`src/rtl/posit_defines.sv`:
```
// Definitions shared by the posit datapath blocks: where weight and activation sit in a pair word,
// and the framing tag that travels with each pair.
package posit_defines;

  // Each index selects one POSIT_WIDTH-wide half of a pair word.
  localparam int WEIGHT_HALF = 1;
  localparam int ACT_HALF    = 0;

  typedef struct packed {
    logic sow;
    logic eow;
  } frame_tag_t;

endpackage

```
`src/rtl/skid_buffer.sv`:
```
// Two-entry output buffer made of an output register and a skid register.
// in_ready is registered, so the downstream ready never reaches the upstream ready in the same cycle.
module skid_buffer
  import posit_defines::*;
#(
  parameter int DATA_WIDTH = 32
) (
  input  logic                  clk,
  input  logic                  rst_n,
  input  logic                  in_valid,
  input  logic [DATA_WIDTH-1:0] in_data,
  input  logic                  in_sow,
  input  logic                  in_eow,
  output logic                  in_ready,
  output logic                  out_valid,
  input  logic                  out_ready,
  output logic [DATA_WIDTH-1:0] out_data,
  output logic                  out_sow,
  output logic                  out_eow
);

  logic [DATA_WIDTH-1:0] out_data_q;
  logic [DATA_WIDTH-1:0] skid_data_q;
  frame_tag_t            out_tag_q;
  frame_tag_t            skid_tag_q;
  logic                  out_valid_q;
  logic                  skid_valid_q;
  logic                  out_fire;

  assign out_fire = out_valid_q & out_ready;

  // The caller presents in_valid only while in_ready is high, so a new entry never meets a full skid.
  always_ff @(posedge clk) begin
    if (!rst_n) begin
      out_data_q   <= '0;
      skid_data_q  <= '0;
      out_tag_q    <= '0;
      skid_tag_q   <= '0;
      out_valid_q  <= 1'b0;
      skid_valid_q <= 1'b0;
      in_ready     <= 1'b1;
    end else if (skid_valid_q) begin
      if (out_fire) begin
        out_data_q   <= skid_data_q;
        out_tag_q    <= skid_tag_q;
        skid_valid_q <= 1'b0;
        in_ready     <= 1'b1;
      end
    end else if (in_valid) begin
      if (out_valid_q && !out_ready) begin
        skid_data_q  <= in_data;
        skid_tag_q   <= '{sow: in_sow, eow: in_eow};
        skid_valid_q <= 1'b1;
        in_ready     <= 1'b0;
      end else begin
        out_data_q  <= in_data;
        out_tag_q   <= '{sow: in_sow, eow: in_eow};
        out_valid_q <= 1'b1;
      end
    end else if (out_fire) begin
      out_valid_q <= 1'b0;
    end
  end

  assign out_valid = out_valid_q;
  assign out_data  = out_data_q;
  assign out_sow   = out_valid_q & out_tag_q.sow;
  assign out_eow   = out_valid_q & out_tag_q.eow;

endmodule

```
`src/rtl/posit_pair_framer.sv`:
```
// Joins a weight stream and an activation stream into pair words and frames them into
// dot-product windows of len_i pairs, marking the first (sow) and last (eow) pair.
module posit_pair_framer
  import posit_defines::*;
#(
  parameter int POSIT_WIDTH  = 16,
  parameter int LOG_NB_ACCUM = 15
) (
  input  logic                     clk,
  input  logic                     rst_n,
  input  logic                     w_rts_i,
  output logic                     w_rtr_o,
  input  logic [POSIT_WIDTH-1:0]   w_data_i,
  input  logic                     a_rts_i,
  output logic                     a_rtr_o,
  input  logic [POSIT_WIDTH-1:0]   a_data_i,
  input  logic [LOG_NB_ACCUM:0]    len_i,
  output logic                     rts_o,
  input  logic                     rtr_i,
  output logic                     sow_o,
  output logic                     eow_o,
  output logic [2*POSIT_WIDTH-1:0] data_o,
  output logic                     busy_o
);

  localparam int LEN_W = LOG_NB_ACCUM + 1;

  logic                     in_ready;
  logic                     accept;
  logic [LEN_W-1:0]         cnt;
  logic [LEN_W-1:0]         len_q;
  logic [LEN_W-1:0]         len_eff;
  logic [LEN_W-1:0]         len_fix;
  logic                     is_sow;
  logic                     is_eow;
  logic [2*POSIT_WIDTH-1:0] pair_word;

  // Each side's ready depends on the other side's valid, so both are consumed together or not at all.
  assign w_rtr_o = rst_n & a_rts_i & in_ready;
  assign a_rtr_o = rst_n & w_rts_i & in_ready;
  assign accept  = w_rts_i & w_rtr_o;

  always_comb begin
    pair_word = '0;
    pair_word[WEIGHT_HALF*POSIT_WIDTH +: POSIT_WIDTH] = w_data_i;
    pair_word[ACT_HALF*POSIT_WIDTH +: POSIT_WIDTH]    = a_data_i;
  end

  // len_i only matters on the opening beat; a zero length is treated as a one-pair window.
  always_comb begin
    len_eff = (cnt == '0) ? len_i : len_q;
    len_fix = (len_eff == '0) ? LEN_W'(1) : len_eff;
    is_sow  = (cnt == '0);
    is_eow  = (cnt == len_fix - LEN_W'(1));
  end

  always_ff @(posedge clk) begin
    if (!rst_n) begin
      cnt    <= '0;
      len_q  <= '0;
      busy_o <= 1'b0;
    end else if (accept) begin
      if (is_sow) begin
        len_q <= len_fix;
      end
      cnt    <= is_eow ? '0 : cnt + LEN_W'(1);
      busy_o <= ~is_eow;
    end
  end

  skid_buffer #(
    .DATA_WIDTH (2*POSIT_WIDTH)
  ) u_skid_buffer (
    .clk       (clk),
    .rst_n     (rst_n),
    .in_valid  (accept),
    .in_data   (pair_word),
    .in_sow    (is_sow),
    .in_eow    (is_eow),
    .in_ready  (in_ready),
    .out_valid (rts_o),
    .out_ready (rtr_i),
    .out_data  (data_o),
    .out_sow   (sow_o),
    .out_eow   (eow_o)
  );

endmodule

```
`config.mk`:
```
export PLATFORM = sky130hd
export DESIGN_NAME = posit_pair_framer
export DESIGN_NICKNAME = d
export VERILOG_FILES = /design/src/rtl/posit_defines.sv /design/src/rtl/skid_buffer.sv /design/src/rtl/posit_pair_framer.sv
export SDC_FILE = /design/constraint.sdc
export NUM_CORES = 1
export LEC_CHECK = 0
export BUFFER_PORTS_ARGS = -buffer_cell sky130_fd_sc_hd__buf_4
export CORE_MARGIN = 4
export CORE_UTILIZATION = 50
export CTS_BUF_LIST = sky130_fd_sc_hd__clkbuf_4
export DETAILED_ROUTE_END_ITERATION = 12
export PLACE_DENSITY = 0.83
export RECOVER_POWER = 100
export REMOVE_ABC_BUFFERS = 1
export SLEW_MARGIN = 30
export SYNTH_ARGS = -nofsm -noshare
export SYNTH_HDL_FRONTEND = slang
export SYNTH_HIERARCHICAL = 1
export SYNTH_SLANG_ARGS = --single-unit
```
`constraint.sdc`:
```
create_clock -name clk -period 11.2 [get_ports clk]
set_input_delay 3.36 -clock clk [delete_from_list [all_inputs] [get_ports clk]]
set_output_delay 3.36 -clock clk [all_outputs]
set_load 0.1 [all_outputs]
```
; Word-level counts from Yosys, hierarchy flattened
; Index checks and enable logic that the tools add are counted.
[totals]
register_bits = 104
inputBits = 53
out_inout_bits = 38
word_cells = 62
[op_classes]
add_sub_neg = 2
eq_ne = 4
mux = 22
bitwise_logic = 10
reduce_logical = 12
[op_table]
columns = operator, count
row1 = 32-bit 2-to-1 mux, 4
row2 = 16-bit 2-to-1 mux, 3
row3 = 16-bit zero test, 2
row4 = "16-bit by 1-bit adder with 16-bit output, second input constant", 1
row5 = 16-bit == test, 1
row6 = "16-bit by 1-bit subtractor with 16-bit output, second input constant", 1
row7 = 3-bit AND reduction, 4
row8 = 1-bit 2-to-1 mux, 11
row9 = 1-bit bitwise AND, 8
row10 = 2-bit 2-to-1 mux, 4
row11 = 2-bit nonzero test, 3
row12 = "2-bit != test, second input constant", 2
row13 = "2-bit by 1-bit != test with 1-bit output, second input constant", 1
row14 = 1-bit inverter, 2
row15 = 2-bit AND reduction, 1
row16 = 1-bit logical AND, 1
row17 = 1-bit zero test, 1

; Logic depth before layout (Yosys ltp)
[depth]
ltp_word = 9
depth_mapped = 21
ltp_nobuf = 18

; By module
; The synthesis kept the hierarchy.
[by_module_without_submodules]
columns = mod, instances, cells_each, area_per_inst_um2, seq_area_each_um2
row1 = skid_buffer, 1, 327, 3079.2, 1421.4
row2 = posit_pair_framer, 1, 326, 2534.9, 660.6

; Worst setup path after synthesis
; Ideal clock, no wire load.
[synth_timing]
path_kind = input port to output port
from = input rst_n
to = output w_rtr_o
t_arrival_ps = 4447
required_ps = 7840
slack_ps = 3393
stages = 2
path_buffers = 1
path_cell_list = clkbuf_1 -> and3_1
[synth_between]
elab_chain_len = 2
[synth_rtl]
columns = item, line_no
row1 = start: declaration, posit_pair_framer.sv:10  ; input logic rst_n,
row2 = 1-bit bitwise AND (2 in a row), posit_pair_framer.sv:39  ; assign w_rtr_o = rst_n & a_rts_i & in_ready;
row3 = end: declaration, posit_pair_framer.sv:12  ; output logic w_rtr_o,
; Every way passes these cells.

; Worst setup path in the final report
[layout_timing]
from = input rst_n
to = output a_rtr_o
[layout_between]
elab_chain_len = 2
[layout_rtl]
columns = item, line_no
row1 = 1-bit bitwise AND (2 in a row), posit_pair_framer.sv:40  ; assign a_rtr_o = rst_n & w_rts_i & in_ready;
row2 = end: declaration, posit_pair_framer.sv:15  ; output logic a_rtr_o,
; Every way passes these cells.

==> results.md <==
* Arrival time of the worst setup path at 4.82 ns
* Cts repair resizes at 0
* Internal power at 0.507 mW
* Synth Register Bits at 104
* Outcome: finished with violations
* Fraction of layout cells with a size suffix above 1 at 0.113
* Least-Margin Pin Slew at 2.15 ns
* Clock Latency Late Sink at 0.49 ns
* Worst slack, placed at 3.85 ns
* RePlAce Congestion at 1.04
* Top Ports at 91
* Mapped cell area at 0.00561 mm2
* DP HPWL at 10.6 mm
* Gate Count Post-Synth at 653
* Post-layout minimum cycle time at 8.18 ns
* Vias/cell at 5.98
* Largest net degree at the start of global routing at 87
* Top-count cell post-synth: nand2_1
* Final std cells w/o fill at 855
* DR pass1 iterations at 5
* Initial antenna violation count at 0
* Share of the synthesized area in the top cell type at 0.371
* Leak pwr at 2.56 nW
* Hold Vio Cnt, Final at 0
* Logic pwr share at 0.237
* Rows at 38
* Root Driver: clkbuf_4
* EDFF count, synth at 0
* Initial DRC count at 404
* F_max at 122 MHz
* Yosys cell types at 58
* WL/cell at 17.6 um
* # DRC at 0
* Ys Warns at 6
* Die H at 114 um
* Fin Hold WS at 0.474 ns
* Switching power at 0.269 mW
* Width of the chip at 114 um
* Seq pwr share at 0.503
* Area grow syn2layout at 10.8%
* Final setup violation count at 0
* Clock Path Buffers at 2
* First-pass GRT wire length at 24.2 mm
* Post-route setup slack at 3.02 ns
* Most used DFF post-synth: dfxtp_1
* Total GRT Usage at 0.229
* Reg clk slew, reported paths at 0.14 ns
* Die footprint at 0.0130 mm2
* Critical path type: in2out
* Total Routed Length at 15.1 mm
* Final nets at 767
* Synth top area cells: dfxtp_1, mux2i_1, nand2_1
* Core box area at 0.0109 mm2
* CTS Buf Count at 9
* Worst endpoint required time at 7.84 ns
* Cell taking the most area after synthesis: dfxtp_1
* Clock Power Share at 0.259
* Vias in the first global route at 5,009
* Synth async-reset ratio at 0
* Post-route setup TNS at 0 ns
* Post-synthesis sequential area ratio at 0.371
* Hold_sp: u_skid_buffer/skid_tag_q[1]
* Reg-to-reg startpoint: cnt[0]
* PwrDens at 125 mW/mm2
* CP startpoint kind: input port
* CTS tree: built
* RSZ-0062 raised after global routing: false
* Placed Cells at 840
* Peak supply drop at 0.000106 V
* Remaining antenna violation count at 0
* Max-slew headroom at -0.453
* Power, Total at 0.776 mW
* Worst hold path type: reg2reg
* # port buffers at 90
* Crit. Startpoint: rst_n
* CTS H-tree lvls at 3
* Max Slew Vio Count at 86
* Cts hold-fix bufs at 0
* Clock sink count at 104
* Commonest cells in the synthesized netlist: nand2_1, dfxtp_1, mux2i_1, nand3_1
* Max_cap viols at 3
* CP Max Fanout at 7
* Vias post-DR at 5,115
* Crit end category: output port
* Final period utilization at 0.730
* Initial Util at 0.513
* Mean Syn Cell Area at 8.60 um2
* Clk_skew at 0.0367 ns
* Antenna fix cells at 0
* Failing checks: max-capacitance violations, max-slew violations
* Remaining Overflow, GRT at 0
* Setup bufs post-CTS at 0
* Switching part of the total power at 0.347
==> cell type report <==
class | instances | area [um2]
clock buffer | 9 | 67.6
clock inverter | 6 | 70.1
fill | 1029 | 4720
inverter | 8 | 31.3
multi-input combinational | 492 | 3230
sequential | 104 | 2080
tap | 140 | 175
timing repair buffer | 96 | 567
==> worst max-delay path, cell delays in order <==
cell and delay (ns):
clkbuf_1 0.34, and3_1 0.24, clkbuf_1 0.87
==> routing by layer <==
layer,part of all wire,up-vias,GRT usage
li1,-,2422,-
met1,0.41,2418,0.285
met2,0.47,232,0.375
met3,0.088,43,0.0626
met4,0.036,0,0.0966
met5,0,-,0
==> flip-flops by register name, summed over array words and instances, names as in the netlist, 2 cells and up <==
signal / flops
len_q: 16
cnt: 16
u_skid_buffer/skid_data_q: 32
u_skid_buffer/out_tag_q: 2
u_skid_buffer/skid_tag_q: 2
u_skid_buffer/out_data: 32
==> kinds of logic after synthesis <==
family / share of synthesized area
fa+ha+maj: 0.00669
simple gates: 0.238
flops: 0.371
compound gates: 0.181
mux: 0.0978
xor+xnor: 0.0546
buf+inv: 0.0506
==> layout by cell type (no fill, tap or decap), types with 2 or more instances in the layout <==
| cell type | instances |
|---|---|
| nand2_1 | 117 |
| dfxtp_1 | 103 |
| buf_4 | 55 |
| mux2i_1 | 50 |
| a21boi_0 | 49 |
| nand3_1 | 45 |
| clkbuf_1 | 41 |
| o211a_1 | 35 |
| nor2_1 | 28 |
| nor3_1 | 18 |
| xor2_1 | 18 |
| xnor2_1 | 17 |
| a21oi_1 | 13 |
| nor4_1 | 11 |
| o21ai_0 | 9 |
| clkbuf_4 | 9 |
| and3_1 | 8 |
| nand4_1 | 7 |
| inv_1 | 6 |
| nand2b_1 | 5 |
| nor3b_1 | 5 |
| or4_1 | 4 |
| nor2b_1 | 4 |
| o31ai_1 | 3 |
| a211oi_1 | 3 |
| o31a_1 | 3 |
| mux2_2 | 3 |
| ha_1 | 3 |
| clkinv_1 | 2 |
| nor4_2 | 2 |
| or3_1 | 2 |
| nand3b_1 | 2 |
| o21ai_1 | 2 |
| and2_0 | 2 |
| clkinv_4 | 2 |
| and2_1 | 2 |
| a21boi_1 | 2 |
==> power by group through the flow <==
stage	combinational, mW	sequential, mW	clock [mW]
floorplan	0.0810	0.448	0
global placement	0.189	0.398	0
detailed placement	0.191	0.398	0
CTS	0.192	0.391	0.207
global route	0.196	0.392	0.221
finish	0.184	0.391	0.201
==> metrics by stage <==
stage / cell area [um2] / utilization
2_1_floorplan: 5360 / -
3_3_place_gp: 6270 / 0.574
3_5_place_dp: 6270 / 0.574
4_1_cts: 6410 / 0.586
5_1_grt: 6220 / 0.569
6_report: 6220 / 0.569
==> worst paths after layout <==
| kind | endpoint | slack (ns) | cells after the start |
|---|---|---|---|
| setup / recovery | a_rtr_o | 3.02 | 3 |
| hold / removal | u_skid_buffer/skid_tag_q[1] | 0.47 | 2 |
| setup reg to reg | cnt[5] | 4.85 | 14 |
| hold reg to reg | u_skid_buffer/skid_tag_q[1] | 0.47 | 2 |
(Power assumes the default switching activity.)
